<file path="config.mk">
export PLATFORM = sky130hd
export DESIGN_NAME = timer_unit
export DESIGN_NICKNAME = d
export VERILOG_FILES = /design/src/rtl/timer_pkg.sv /design/src/rtl/timer_prescaler.sv /design/src/rtl/timer_unit.sv
export SDC_FILE = /design/constraint.sdc
export NUM_CORES = 1
export LEC_CHECK = 0
export CORE_AREA = 2 2 108 215
export DETAILED_ROUTE_END_ITERATION = 16
export DIE_AREA = 0 0 110 217
export PLACE_DENSITY = 0.72
export SLEW_MARGIN = 20
export SYNTH_ARGS = -nofsm -noshare
export SYNTH_HDL_FRONTEND = slang
export SYNTH_SLANG_ARGS = --single-unit
</file>
<file path="constraint.sdc">
create_clock -name clk -period 3.6 [get_ports clk]
set_input_delay 0.72 -clock clk [delete_from_list [all_inputs] [get_ports clk]]
set_output_delay 0.72 -clock clk [all_outputs]
set_load 0.005 [all_outputs]
</file>
<file path="src/rtl/timer_pkg.sv">
// timer_pkg: register offsets, ctrl layout and helpers shared by the machine timer.
package timer_pkg;
    localparam logic [4:0] TMR_MTIME_LO = 5'h00;
    localparam logic [4:0] TMR_MTIME_HI = 5'h04;
    localparam logic [4:0] TMR_CMP_LO   = 5'h08;
    localparam logic [4:0] TMR_CMP_HI   = 5'h0C;
    localparam logic [4:0] TMR_CTRL     = 5'h10;

    localparam int TMR_CTRL_EN_BIT  = 0;
    localparam int TMR_CTRL_DIV_LSB = 8;

    // Mirrors the 32-bit ctrl word; div is sized for the widest legal prescaler.
    typedef struct packed {
        logic [31-TMR_CTRL_DIV_LSB:0] div;
        logic [TMR_CTRL_DIV_LSB-2:0]  rsvd;
        logic                         en;
    } ctrl_t;

    function automatic logic [31:0] ctrl_mask(input int div_w);
        return (((32'd1 << div_w) - 32'd1) << TMR_CTRL_DIV_LSB) | (32'd1 << TMR_CTRL_EN_BIT);
    endfunction
endpackage

</file>
<file path="src/rtl/timer_prescaler.sv">
// timer_prescaler: divides clk by div+1 while enabled, producing a one-cycle mtime tick.
module timer_prescaler #(
    parameter int W = 8
) (
    input  logic         clk,
    input  logic         rst,
    input  logic         en,
    input  logic [W-1:0] div,
    input  logic         clr,
    output logic         tick
);
    logic [W-1:0] cnt;

    // A ctrl write restarts the period, so the tick landing on that edge is dropped.
    assign tick = en && !clr && (cnt == div);

    always_ff @(posedge clk or negedge rst) begin
        if (!rst)
            cnt <= '0;
        else if (clr)
            cnt <= '0;
        else if (en)
            cnt <= (cnt == div) ? '0 : cnt + 1'b1;
    end
endmodule

</file>
<file path="src/rtl/timer_unit.sv">
// timer_unit: memory-mapped mtime/mtimecmp with prescaler, level interrupt and rising-edge trap pulse.
module timer_unit
    import timer_pkg::*;
#(
    parameter logic [31:0] BASE_ADDR  = 32'h8000_0000,
    parameter int          PRESCALE_W = 8
) (
    input  logic        clk,
    input  logic        rst,
    input  logic [31:0] addr,
    input  logic [31:0] wdata,
    input  logic        wr_en,
    input  logic        rd_en,
    output logic [31:0] rdata,
    output logic        sel,
    output logic        timer_irq,
    output logic        timer_trap
);
    logic [63:0] mtime;
    logic [63:0] mtimecmp;
    ctrl_t       ctrl;
    logic [4:0]  off;
    logic        we;
    logic        tick;
    logic        irq_next;

    assign sel      = addr[31:5] == BASE_ADDR[31:5];
    assign off      = addr[4:0] & 5'b11100;
    assign we       = wr_en && sel;
    assign irq_next = mtime >= mtimecmp;

    always_comb
        rdata = !(rd_en && sel)       ? 32'd0 :
                off == TMR_MTIME_LO   ? mtime[31:0] :
                off == TMR_MTIME_HI   ? mtime[63:32] :
                off == TMR_CMP_LO     ? mtimecmp[31:0] :
                off == TMR_CMP_HI     ? mtimecmp[63:32] :
                off == TMR_CTRL       ? ctrl :
                32'd0;

    timer_prescaler #(.W(PRESCALE_W)) u_prescaler (
        .clk  (clk),
        .rst  (rst),
        .en   (ctrl.en),
        .div  (ctrl.div[PRESCALE_W-1:0]),
        .clr  (we && off == TMR_CTRL),
        .tick (tick)
    );

    always_ff @(posedge clk or negedge rst) begin
        if (!rst) begin
            mtime      <= '0;
            mtimecmp   <= '1;
            ctrl       <= '0;
            timer_irq  <= 1'b0;
            timer_trap <= 1'b0;
        end else begin
            timer_irq  <= irq_next;
            timer_trap <= irq_next && !timer_irq;
            // A half write wins over the tick so software can load mtime without carry races.
            if (we && off == TMR_MTIME_LO)
                mtime[31:0] <= wdata;
            else if (we && off == TMR_MTIME_HI)
                mtime[63:32] <= wdata;
            else if (tick)
                mtime <= mtime + 64'd1;
            if (we && off == TMR_CMP_LO)
                mtimecmp[31:0] <= wdata;
            if (we && off == TMR_CMP_HI)
                mtimecmp[63:32] <= wdata;
            if (we && off == TMR_CTRL)
                ctrl <= ctrl_t'(wdata & ctrl_mask(PRESCALE_W));
        end
    end
endmodule

</file>
## Word-level counts from Yosys, hierarchy flattened

Index checks and enable logic that the tools add are counted.

- Add/sub/neg operators: 2
- $lt $le $gt $ge: 1
- Eq/ne operators: 7
- Mux-type cells: 13
- Bitwise gates (word level): 1
- Reduce and logical (&&, ||, !) cells: 18

Operators with widths:

| kind | number |
|---|---|
| $mux W32 | 8 |
| $add A64 B1 Y64 const B | 1 |
| $ge A64 B64 Y1 | 1 |
| $mux W64 | 1 |
| $eq A27 B27 Y1 const B | 1 |
| $mux W8 | 3 |
| $mux W16 | 1 |
| $logic_and A1 B1 Y1 | 10 |
| $add A8 B1 Y8 const B | 1 |
| $eq A8 B8 Y1 | 1 |
| $eq A3 B2 Y1 const B | 2 |
| $reduce_bool A2 Y1 | 3 |
| $logic_not A5 Y1 | 1 |
| $reduce_and A2 Y1 | 2 |
| $eq A3 B1 Y1 const B | 1 |
| $eq A3 B3 Y1 const B | 1 |
| $logic_not A1 Y1 | 2 |
| $ne A2 B2 Y1 const B | 1 |
| $not A1 Y1 | 1 |

- Register bits: 147
- Bits of input ports: 68
- Output and inout port bits: 35
- Word-level logic and storage cells: 51

## Depth between registers and ports, before layout

- Depth in word-level cells: 9
- Mapped depth: 10
- Depth with buffers taken out: 8

## Hierarchy

Synthesis repeated with hierarchy kept, for this count alone.

- Cell total of the unflattened synthesis: 1211
- Area total of the unflattened synthesis: 10324.9 µm²

Modules (own cells, without submodules):

| module | instances | cells an instance | area an instance (µm²) | sequential area each (µm²) |
|---|---|---|---|---|
| timer_unit | 1 | 1154 | 9799.4 | 3558.4 |
| timer_prescaler | 1 | 57 | 525.5 | 200.2 |

## Worst setup path before layout

Ideal clock, no wire load.

- Kind: input port to output port
- From: input addr[26]
- To: output rdata[16]
- Arrival time: 2576 ps
- Setup slack: 304 ps
- Stages: 10
- Cells stage by stage: nor4_2 -> nand3_1 -> or2_1 -> clkbuf_1 -> inv_2 -> nand2_2 -> or2_1 -> clkbuf_1 -> buf_2 -> a221oi_1

- Word-level cells in the longest chain between the ends: 3

RTL lines:

| item | line | RTL |
|---|---|---|
| start: declaration | timer_unit.sv:10 | `input logic [31:0] addr,` |
| $eq A27 B27 Y1 | timer_unit.sv:27 | `assign sel = addr[31:5] == BASE_ADDR[31:5];` |
| via sel | timer_unit.sv:15 | `output logic sel,` |
| $logic_and A1 B1 Y1 | timer_unit.sv:33 | `rdata = !(rd_en && sel) ? 32'd0 :` |
| $mux W32 | timer_unit.sv:33 |  |
| end: declaration | timer_unit.sv:14 | `output logic [31:0] rdata,` |

The timed path passes the listed nets, and every way through them passes these cells.

## Final worst setup path

- From: input addr[27]
- To: output rdata[25]

- Word-level cells in the longest chain between the ends: 3

RTL lines:

| item | line |
|---|---|
| $eq A27 B27 Y1 | timer_unit.sv:27 |
| $logic_and A1 B1 Y1 | timer_unit.sv:33 |
| $mux W32 | timer_unit.sv:33 |

Every way passes these cells.

==> flow_summary.toml <==
[synthesis]
netlist_instances = 1231
syn_area_um2 = 10600
yosysWarnings = 0
postSynthAreaPerCell_um2 = 8.57
synth-edff-count = 0
synth_seq_area_share_pct = 35.6
async_flop_share_pct = 100
ys_types = 72
syn-num-nets = 1365
synth_ff_type = "dfrtp_1"
ys_ff_latch = 147

[finish]
post-route-util_pct = 57.7
area_growth_syn_to_layout_pct = 22.1
layout.nets = 1471
drive_gt1_share_pct = 17.3
antenna_cells = 0

[sta]
skew_ns = 0.00910
timing.fmax_mhz = 283
fin_hold_ws_ns = 0.367
tns_ns = 0
period_share_pct = 98.3
relSlewSlack_pct = 41.2
setup_viol = 0
rsz0062_at_grt = "true"
finalHoldViolCount = 0
fin_crit_ns = 3.54
max_slew.worst_pin.slew_ns = 0.881
drv_slew = 0

[pwr]
seq_power_share_pct = 44.4
power_density_nw_per_um2 = 290
irDropWorstVdd_v = 0.000267
swShare_pct = 23.7
p_int_mw = 2.85
combPwrFrac_pct = 6.6
clkPwrFrac_pct = 49.0
leakagePower_nw = 6.22
p_sw_mw = 0.885

[global_route]
antenna_found_initial = 0
grt_max_degree = 90
grt_overflow = 0
grt_use_total_pct = 30.8
grt_pass1_vias = 10268
grt_pass1_wl_um = 55800

[flow_run]
drv_cap = 0

[clocking]
clk_pin_slew_ns = 0.06
cts-root-buf = "clkbuf_16"
cts_buffers = 17
clk_latency_ns = 0.45
clkSinkCount = 147
cts_tree = "built"
clockBufferDepth = 2
cts-htree-levels = 4

[setup_path]
reg2reg_depth = 7
critPathKind = "in2out"
start_kind = "input port"
crit_required_ns = 2.88
reg2reg_slack_ns = 0.61
cp_data_arrival_time_ns = 2.82
worstPathMaxFanout = 12
end_kind = "primary output"

[route]
wl_per_cell_um = 22.0
ant_nets = 0
drc = 0
wl_um = 35900
drt-vias-per-instance = 6.34
dr.pass1.iters = 6
vias = 10341
drtIter0Drc = 757

[placement]
portBuffers = 100
gp_congestion = 0.927
dpl.hpwl_um = 25900

[die]
core_area_um2 = 22300
die_area_um2 = 23900
die_y_um = 217
row_count = 78
io_pins = 103
fp.dieW_um = 110
start_util_pct = 47.2

[hold_path]
min_path_type = "in2async"

[status]
status = "finished clean"
## per-stage QoR
step | area, um^2 | worst slack, ns | power (mW) | instances
finish | 12900 | 0.0628 | 3.74 | 1630
global route | 12900 | -0.0249 | 3.84 | 1630
CTS | 12800 | -0.00319 | 3.76 | 1626
detailed placement | 12200 | -0.324 | 1.93 | 1591
global placement | 12200 | -0.278 | 1.92 | 1591
floorplan | 10600 | 0.304 | 1.75 | 1231
## critical path, cell delays in order
cell and delay, ns:
clkdlybuf4s50_1 0.43, nor4_2 0.27, nand3_1 0.13, or2_1 0.27, inv_2 0.07, nand2_2 0.05
or2_4 0.31, buf_12 0.17, a221oi_1 0.21, buf_2 0.16
## flip-flops by register name, indices dropped and copies added, names as in the netlist
| name | flops |
|---|---|
| mtime | 64 |
| mtimecmp | 64 |
| timer_irq | 1 |
| ctrl | 9 |
| u_prescaler.cnt | 8 |
| timer_trap | 1 |
## cells in the mapped netlist (18+ instances only)
library cell / n / area share [%]
a21oi_1: 57 / 2.7
a221oi_1: 25 / 2.1
and2_1: 22 / 1.3
and3_1: 18 / 1.1
clkbuf_1: 57 / 2.0
dfrtp_1: 83 / 20
dfstp_2: 64 / 16
ha_1: 66 / 7.8
inv_1: 78 / 2.8
mux2i_1: 81 / 7.7
nand2_1: 165 / 5.9
nand3_1: 37 / 1.8
nand4_1: 39 / 2.3
nor2_1: 83 / 3.0
nor3_1: 25 / 1.2
nor4_1: 32 / 1.9
o21ai_0: 84 / 4.0
## cells by family after synthesis
| logic type | Yosys count | synth area share, % |
|---|---|---|
| and+or+nand+nor | 487 | 23.6 |
| AOI/OAI and AO/OA | 268 | 16.6 |
| buffers and inverters | 152 | 5.58 |
| DFF | 147 | 35.6 |
| muxes | 95 | 9.50 |
| adders and majority gates | 66 | 7.82 |
| xor gates and xnor gates | 16 | 1.33 |
## layout make-up
| class | count | area (um^2) |
|---|---|---|
| inverters | 79 | 297 |
| multi-input cells | 932 | 6360 |
| fillers | 2002 | 9460 |
| clock buffers | 18 | 429 |
| flip-flops and latches | 147 | 3760 |
| well taps | 280 | 350 |
| repair buffers | 160 | 1530 |
| clock inverters | 14 | 164 |
## metal layers
layer / global-route usage [%] / vias up / part of all wire, %
li1: - / 4713 / -
met2: 51.9 / 413 / 51
met1: 36.7 / 5112 / 38
met5: 0 / - / 0
met4: 16.1 / 0 / 5.1
met3: 5.36 / 103 / 5.3
## path summary, 6_finish.rpt
path	start	end
worst max-delay path	addr[27]	rdata[25]
worst min register to register	timer_irq$_DFF_PN0_	timer_trap$_DFF_PN0_
min in group clk	timer_irq$_DFF_PN0_	timer_trap$_DFF_PN0_
max in group asynchronous	rst	mtimecmp[44]$_DFFE_PN1P_
worst max register to register	mtime[6]$_DFFE_PN0P_	mtime[47]$_DFFE_PN0P_
worst min-delay path	rst	mtime[60]$_DFFE_PN0P_
## repair_timing
item,CTS,global route
endpoints found under the hold margin,0,0
resized for setup,35,69
buffers inserted,3,2
setup endpoints to repair,25,32
cloned,0,2
hold buffers,0,0
pin swaps,3,8
## layout by cell type (no fill, tap or decap), types with 14 or more instances in the layout
cell type,synthesis,final
a21oi_1,57,57
a221oi_1,25,14
and2_1,22,22
and3_1,18,18
buf_4,1,47
clkbuf_16,0,18
clkdlybuf4s50_1,0,66
dfrtp_1,83,83
dfstp_2,64,64
ha_1,66,66
inv_1,78,78
mux2i_1,81,81
nand2_1,165,165
nand3_1,37,37
nand4_1,39,39
nor2_1,83,81
nor3_1,25,25
nor4_1,32,28
o21ai_0,84,84
## power groups by stage
stage	Clock (mW)	Combinational, mW	Sequential [mW]
floorplan	0	0.0681	1.69
global placement	0	0.236	1.69
detailed placement	0	0.240	1.69
CTS	1.86	0.243	1.66
global route	1.92	0.263	1.66
finish	1.83	0.247	1.66
No activity file was read; power rests on OpenSTA's default activity.
